[src/rtl/mc_pkg.sv]
// Shared definitions for the multicycle control unit: opcodes, state codes
// and the datapath select encodings driven by the controller.
package mc_pkg;

    localparam int OP_W = 6;
    localparam int ST_W = 4;

    // Opcode field values (IR[31:26])
    localparam logic [5:0] OP_RTYPE = 6'b000000;
    localparam logic [5:0] OP_LW    = 6'b100011;
    localparam logic [5:0] OP_SW    = 6'b101011;
    localparam logic [5:0] OP_BEQ   = 6'b000100;
    localparam logic [5:0] OP_J     = 6'b000010;
    localparam logic [5:0] OP_ADDI  = 6'b001000;

    // Controller states; codes 12-15 are unused
    typedef enum logic [3:0] {
        S_FETCH  = 4'd0,
        S_DECODE = 4'd1,
        S_MEMADR = 4'd2,
        S_MEMRD  = 4'd3,
        S_MEMWB  = 4'd4,
        S_MEMWR  = 4'd5,
        S_EXEC   = 4'd6,
        S_ALUWB  = 4'd7,
        S_BRANCH = 4'd8,
        S_JUMP   = 4'd9,
        S_ADDIEX = 4'd10,
        S_ADDIWB = 4'd11
    } state_t;

    // ALU operand B select
    localparam logic [1:0] ASB_B      = 2'b00;
    localparam logic [1:0] ASB_FOUR   = 2'b01;
    localparam logic [1:0] ASB_IMM    = 2'b10;
    localparam logic [1:0] ASB_IMM_SH = 2'b11;

    // ALU operation class
    localparam logic [1:0] ALU_ADD   = 2'b00;
    localparam logic [1:0] ALU_SUB   = 2'b01;
    localparam logic [1:0] ALU_FUNCT = 2'b10;

    // Next-PC source select
    localparam logic [1:0] PCS_ALU    = 2'b00;
    localparam logic [1:0] PCS_ALUOUT = 2'b01;
    localparam logic [1:0] PCS_JUMP   = 2'b10;

    // True for every opcode the controller knows how to sequence
    function automatic logic is_legal_op(input logic [5:0] op);
        return (op == OP_RTYPE) || (op == OP_LW) || (op == OP_SW) ||
               (op == OP_BEQ)   || (op == OP_J)  || (op == OP_ADDI);
    endfunction

endpackage

[src/rtl/mc_ctrl_decode.sv]
// Combinational output table of the multicycle controller: maps the current
// state (plus op in DECODE and mem_ready in FETCH) onto the datapath controls.
module mc_ctrl_decode
    import mc_pkg::*;
(
    input  state_t     i_state,
    input  logic [5:0] i_op,
    input  logic       i_mem_ready,
    output logic       o_pc_write,
    output logic       o_pc_write_cond,
    output logic       o_iord,
    output logic       o_mem_read,
    output logic       o_mem_write,
    output logic       o_ir_write,
    output logic       o_mem_to_reg,
    output logic       o_reg_dst,
    output logic       o_reg_write,
    output logic       o_alu_src_a,
    output logic [1:0] o_alu_src_b,
    output logic [1:0] o_alu_op,
    output logic [1:0] o_pc_source,
    output logic       o_illegal_op
);

    // Every control defaults to 0; each state raises only what it needs
    always_comb begin
        o_pc_write      = 1'b0;
        o_pc_write_cond = 1'b0;
        o_iord          = 1'b0;
        o_mem_read      = 1'b0;
        o_mem_write     = 1'b0;
        o_ir_write      = 1'b0;
        o_mem_to_reg    = 1'b0;
        o_reg_dst       = 1'b0;
        o_reg_write     = 1'b0;
        o_alu_src_a     = 1'b0;
        o_alu_src_b     = ASB_B;
        o_alu_op        = ALU_ADD;
        o_pc_source     = PCS_ALU;
        o_illegal_op    = 1'b0;
        case (i_state)
            S_FETCH: begin
                // PC+4 and IR load only on the completing cycle so the PC
                // advances exactly once however long the fetch stalls
                o_mem_read  = 1'b1;
                o_alu_src_b = ASB_FOUR;
                o_pc_write  = i_mem_ready;
                o_ir_write  = i_mem_ready;
            end
            S_DECODE: begin
                // Precompute branch target PC + (imm << 2)
                o_alu_src_b  = ASB_IMM_SH;
                o_illegal_op = !is_legal_op(i_op);
            end
            S_MEMADR: begin
                o_alu_src_a = 1'b1;
                o_alu_src_b = ASB_IMM;
            end
            S_MEMRD: begin
                o_iord     = 1'b1;
                o_mem_read = 1'b1;
            end
            S_MEMWB: begin
                o_mem_to_reg = 1'b1;
                o_reg_write  = 1'b1;
            end
            S_MEMWR: begin
                // Held as a level for the whole wait
                o_iord      = 1'b1;
                o_mem_write = 1'b1;
            end
            S_EXEC: begin
                o_alu_src_a = 1'b1;
                o_alu_op    = ALU_FUNCT;
            end
            S_ALUWB: begin
                o_reg_dst   = 1'b1;
                o_reg_write = 1'b1;
            end
            S_BRANCH: begin
                o_alu_src_a     = 1'b1;
                o_alu_op        = ALU_SUB;
                o_pc_write_cond = 1'b1;
                o_pc_source     = PCS_ALUOUT;
            end
            S_JUMP: begin
                o_pc_write  = 1'b1;
                o_pc_source = PCS_JUMP;
            end
            S_ADDIEX: begin
                o_alu_src_a = 1'b1;
                o_alu_src_b = ASB_IMM;
            end
            S_ADDIWB: begin
                o_reg_write = 1'b1;
            end
            default: ;
        endcase
    end

endmodule

[src/rtl/mc_ctrl_fsm.sv]
// Multicycle CPU control unit: state register and next-state sequencing;
// output decode is delegated to mc_ctrl_decode.
module mc_ctrl_fsm
    import mc_pkg::*;
#(
    parameter int OP_W = 6,
    parameter int ST_W = 4
) (
    input  logic            clk,
    input  logic            rst_n,
    input  logic [OP_W-1:0] op,
    input  logic            mem_ready,
    output logic            pc_write,
    output logic            pc_write_cond,
    output logic            iord,
    output logic            mem_read,
    output logic            mem_write,
    output logic            ir_write,
    output logic            mem_to_reg,
    output logic            reg_dst,
    output logic            reg_write,
    output logic            alu_src_a,
    output logic [1:0]      alu_src_b,
    output logic [1:0]      alu_op,
    output logic [1:0]      pc_source,
    output logic            illegal_op,
    output logic [ST_W-1:0] state
);

    state_t r_state;
    state_t w_state_next;
    logic   w_pc_write;
    logic   w_ir_write;

    // Next-state sequencing; unused codes fall back to FETCH
    always_comb begin
        w_state_next = S_FETCH;
        case (r_state)
            S_FETCH:  w_state_next = mem_ready ? S_DECODE : S_FETCH;
            S_DECODE: begin
                case (op)
                    OP_LW, OP_SW: w_state_next = S_MEMADR;
                    OP_RTYPE:     w_state_next = S_EXEC;
                    OP_BEQ:       w_state_next = S_BRANCH;
                    OP_J:         w_state_next = S_JUMP;
                    OP_ADDI:      w_state_next = S_ADDIEX;
                    default:      w_state_next = S_FETCH;
                endcase
            end
            S_MEMADR: w_state_next = (op == OP_SW) ? S_MEMWR : S_MEMRD;
            S_MEMRD:  w_state_next = mem_ready ? S_MEMWB : S_MEMRD;
            S_MEMWB:  w_state_next = S_FETCH;
            S_MEMWR:  w_state_next = mem_ready ? S_FETCH : S_MEMWR;
            S_EXEC:   w_state_next = S_ALUWB;
            S_ALUWB:  w_state_next = S_FETCH;
            S_BRANCH: w_state_next = S_FETCH;
            S_JUMP:   w_state_next = S_FETCH;
            S_ADDIEX: w_state_next = S_ADDIWB;
            S_ADDIWB: w_state_next = S_FETCH;
            default:  w_state_next = S_FETCH;
        endcase
    end

    // State register; reset abandons any instruction in flight
    always_ff @(posedge clk or negedge rst_n) begin
        if (!rst_n) begin
            r_state <= S_FETCH;
        end else begin
            r_state <= w_state_next;
        end
    end

    mc_ctrl_decode u_decode (
        .i_state         (r_state),
        .i_op            (op),
        .i_mem_ready     (mem_ready),
        .o_pc_write      (w_pc_write),
        .o_pc_write_cond (pc_write_cond),
        .o_iord          (iord),
        .o_mem_read      (mem_read),
        .o_mem_write     (mem_write),
        .o_ir_write      (w_ir_write),
        .o_mem_to_reg    (mem_to_reg),
        .o_reg_dst       (reg_dst),
        .o_reg_write     (reg_write),
        .o_alu_src_a     (alu_src_a),
        .o_alu_src_b     (alu_src_b),
        .o_alu_op        (alu_op),
        .o_pc_source     (pc_source),
        .o_illegal_op    (illegal_op)
    );

    // Reset forces FETCH, whose PC/IR loads must stay quiet while held in reset
    assign pc_write = w_pc_write & rst_n;
    assign ir_write = w_ir_write & rst_n;
    assign state    = r_state;

endmodule

[config.mk]
export PLATFORM = sky130hd
export DESIGN_NAME = mc_ctrl_fsm
export DESIGN_NICKNAME = d
export VERILOG_FILES = /design/src/rtl/mc_pkg.sv /design/src/rtl/mc_ctrl_decode.sv /design/src/rtl/mc_ctrl_fsm.sv
export SDC_FILE = /design/constraint.sdc
export NUM_CORES = 1
export LEC_CHECK = 0
export BUFFER_PORTS_ARGS = -buffer_cell sky130_fd_sc_hd__clkbuf_2
export CAP_MARGIN = 20
export CORE_MARGIN = 4
export CORE_UTILIZATION = 33
export DETAILED_ROUTE_END_ITERATION = 7
export GPL_ROUTABILITY_DRIVEN = 0
export GPL_TIMING_DRIVEN = 0
export HOLD_SLACK_MARGIN = 0.15
export PLACE_DENSITY = 0.67
export REMOVE_ABC_BUFFERS = 1
export SYNTH_ARGS = -nofsm -noshare
export SYNTH_HDL_FRONTEND = slang
export SYNTH_SLANG_ARGS = --single-unit
[constraint.sdc]
create_clock -name clk -period 1.5 [get_ports clk]
set_input_delay 0 -clock clk [delete_from_list [all_inputs] [get_ports clk]]
set_output_delay 0 -clock clk [all_outputs]
set_load 0.02 [all_outputs]
==> impl_metrics.py <==
metrics = {
    "final_layout": {
        "drive_above_1_share": 0.577,
        "fin_nets": 122,
        "area_delta_synth_final_pct": 75.0,
        "stdcell_count": 127,
        "diodes": 0,
        "fin_area_um2": 928,
        "largest_reg_flops": 4,
    },
    "cts": {
        "clkLatencyLatePin_ps": 240,
        "cts_tree": "built",
        "clock_path_buffers": 2,
        "path_clk_slew_ps": 30,
        "clock-sinks": 4,
        "htreeDepth": 1,
        "cts_buffers": 3,
        "clockRootBuffer": "clkbuf_4",
    },
    "floorplan": {
        "core-area_mm2": 0.00151,
        "die_height_um": 48.1,
        "die_x_um": 48.1,
        "start_util": 0.352,
        "die_area_mm2": 0.00231,
        "num_rows": 14,
        "io_pins": 30,
    },
    "placement": {
        "dpl-instance-area_um2": 661,
        "place_inst": 109,
        "place.port_buffers": 29,
        "pre_cts_ws_ps": -286,
        "hpwl_um": 1090,
    },
    "timing": {
        "worstMarginPinSlew_ps": 536,
        "setup-tns-final_ps": -399,
        "fin_skew_ps": 6.18,
        "rsz0062_at_grt": "true",
        "setup_viol": 3,
        "finalMaxSlewViolations": 0,
        "max_slew_margin": 0.638,
        "hold_viol_final": 0,
        "fmax_mhz": 610,
        "period_needed_ps": 1640,
        "period_share": 1.09,
        "setup_slack_ps": -140,
    },
    "logic_synthesis": {
        "ys.flop_type": "dfrtp_1",
        "ys_seq_area_frac": 0.189,
        "yosys-top-cells-area": "dfrtp_1 19%, nor3_1 6.6%, nor3b_1 5.7%",
        "synth_commonest_cells": "7 x nor3_1, 5 x nor2_1",
        "async_flop_share": 1.00,
        "postSynthAreaPerCell_um2": 7.47,
        "synth.largest_area_cell": "dfrtp_1",
        "yosys_warnings": 0,
        "synth_edf_count": 0,
        "syn_inst": 71,
        "synth.most_common_cell": "nor3_1",
        "ys_ff_latch": 4,
        "synth.distinct_cells": 35,
        "synth_area_um2": 531,
        "yosysTopAreaCellShare": 0.189,
    },
    "setup_path": {
        "reg2reg_from": "state[1]",
        "crit_slowest_cell": "dfrtp_2",
        "path_class": "flop to output port",
        "startpoint": "state[1]",
        "critPathCaptureType": "output port",
        "cp_max_fo": 16,
        "critPathRequiredTime_ps": 1500,
        "startpoint_type": "flop",
        "r2r_cells": 4,
        "critPathArrivalTime_ps": 1640,
        "path_cells": "buf_6 -> or3_4 -> inv_2 -> and3_1 -> clkbuf_4",
        "cpPeakStageDelay_ps": 430,
    },
    "grt": {
        "grtUsageTotal": 0.163,
        "grt_pass1_vias": 606,
        "grt_pass1_wl_um": 2640,
        "grt-ovfl-total": 0,
        "grt_start_max_net_pins": 19,
        "antenna_found_initial": 0,
    },
    "route": {
        "drt_first_pass_iters": 4,
        "drt_iter0_markers": 31,
        "drc": 0,
        "drt-wirelength-per-cell_um": 15.3,
        "finalWirelength_um": 1940,
        "vias": 744,
        "ant_nets": 0,
        "via_per_inst": 5.86,
    },
    "power_and_ir_drop": {
        "power_mw": 1.41,
        "p_per_area_mw_per_mm2": 1520,
        "ir_drop_v": 0.000545,
        "leakagePower_nw": 0.411,
    },
    "run_status": {
        "violations": "negative setup slack",
        "status": "finished, violations left",
    },
    "worst_hold_path": {
        "hold_class": "primary input to flop",
        "hp-start": "op[4]",
        "min_path_cells": 3,
    },
    "run": {
        "maxCapViolations": 0,
    },
}
-- routing by layer --
metal,track usage,routed length (um),vias to the layer above
li1,-,-,350
met1,0.204,730,349
met2,0.272,1040,39
met3,0.0111,129,6
met4,0.0968,46,0
met5,0,0,-
-- per-stage QoR --
step / utilization / hold slack [ps]
2_1_floorplan: - / -296
3_3_place_gp: 0.439 / -184
3_5_place_dp: 0.439 / -182
4_1_cts: 0.544 / 176
5_1_grt: 0.616 / 206
6_report: 0.616 / 172
-- worst paths after layout --
| path | end | slack, ps |
|---|---|---|
| worst max-delay path | ir_write | -140 |
| worst min-delay path | state[1] | 170 |
| worst max register to register | state[1] | -120 |
| worst min register to register | state[3] | 650 |
| max in group asynchronous | state[1] | 620 |
| min in group asynchronous | state[2] | 680 |
-- cell type report --
cell class | instances | area, um^2
flip-flops and latches | 4 | 105
fillers | 129 | 578
well taps | 16 | 20.0
clock buffers | 3 | 22.5
repair buffers | 44 | 299
multi-input cells | 58 | 474
inverters | 2 | 7.51
-- power by group --
part	switching [mW]	total [mW]	leakage [nW]	internal (mW)
clock	0.0483	0.138	0.0138	0.0898
sequential	0.0355	0.176	0.0478	0.141
combinational	0.598	1.10	0.349	0.498
total	0.682	1.41	0.411	0.728
-- cell usage in the layout, fill, tap and decap left out, types with 2 or more instances in the layout --
master         Yosys  routed
buf_6              0       3
a21oi_2            0       2
nor2b_1            4       3
or3_1              3       2
nor3_1             7       5
dfrtp_2            0       4
clkbuf_4           0       4
nand2b_1           4       3
nor2_1             5       5
nor3b_1            4       2
dlygate4sd3_1      0       3
buf_4              2      13
a31oi_1            2       2
o21ai_0            2       2
nand2_1            2       2
clkbuf_2           0      23
and3_1             2       2
-- what timing repair did --
action	4_1_cts	5_1_grt
gates resized for setup	13	25
endpoints found under the setup margin	14	13
hold buffers	3	0
buffers inserted	9	3
hold endpoints to repair	5	0
pin swaps	2	5
-- critical path, delay by kind of cell (launching register included) --
family                 cells  cell delay (ps)
buffers and inverters      3              410
AND/OR/NAND/NOR            2              560
flip-flops                 1              430
-- logic make-up after synthesis --
group / after synthesis / synth area share
buffers and inverters: 9 / 0.0802
xor gates and xnor gates: 2 / 0.0330
and+or+nand+nor: 41 / 0.488
muxes: 1 / 0.0189
AOI/OAI and AO/OA: 14 / 0.191
DFF: 4 / 0.189
No activity file was read; power rests on OpenSTA's default activity.
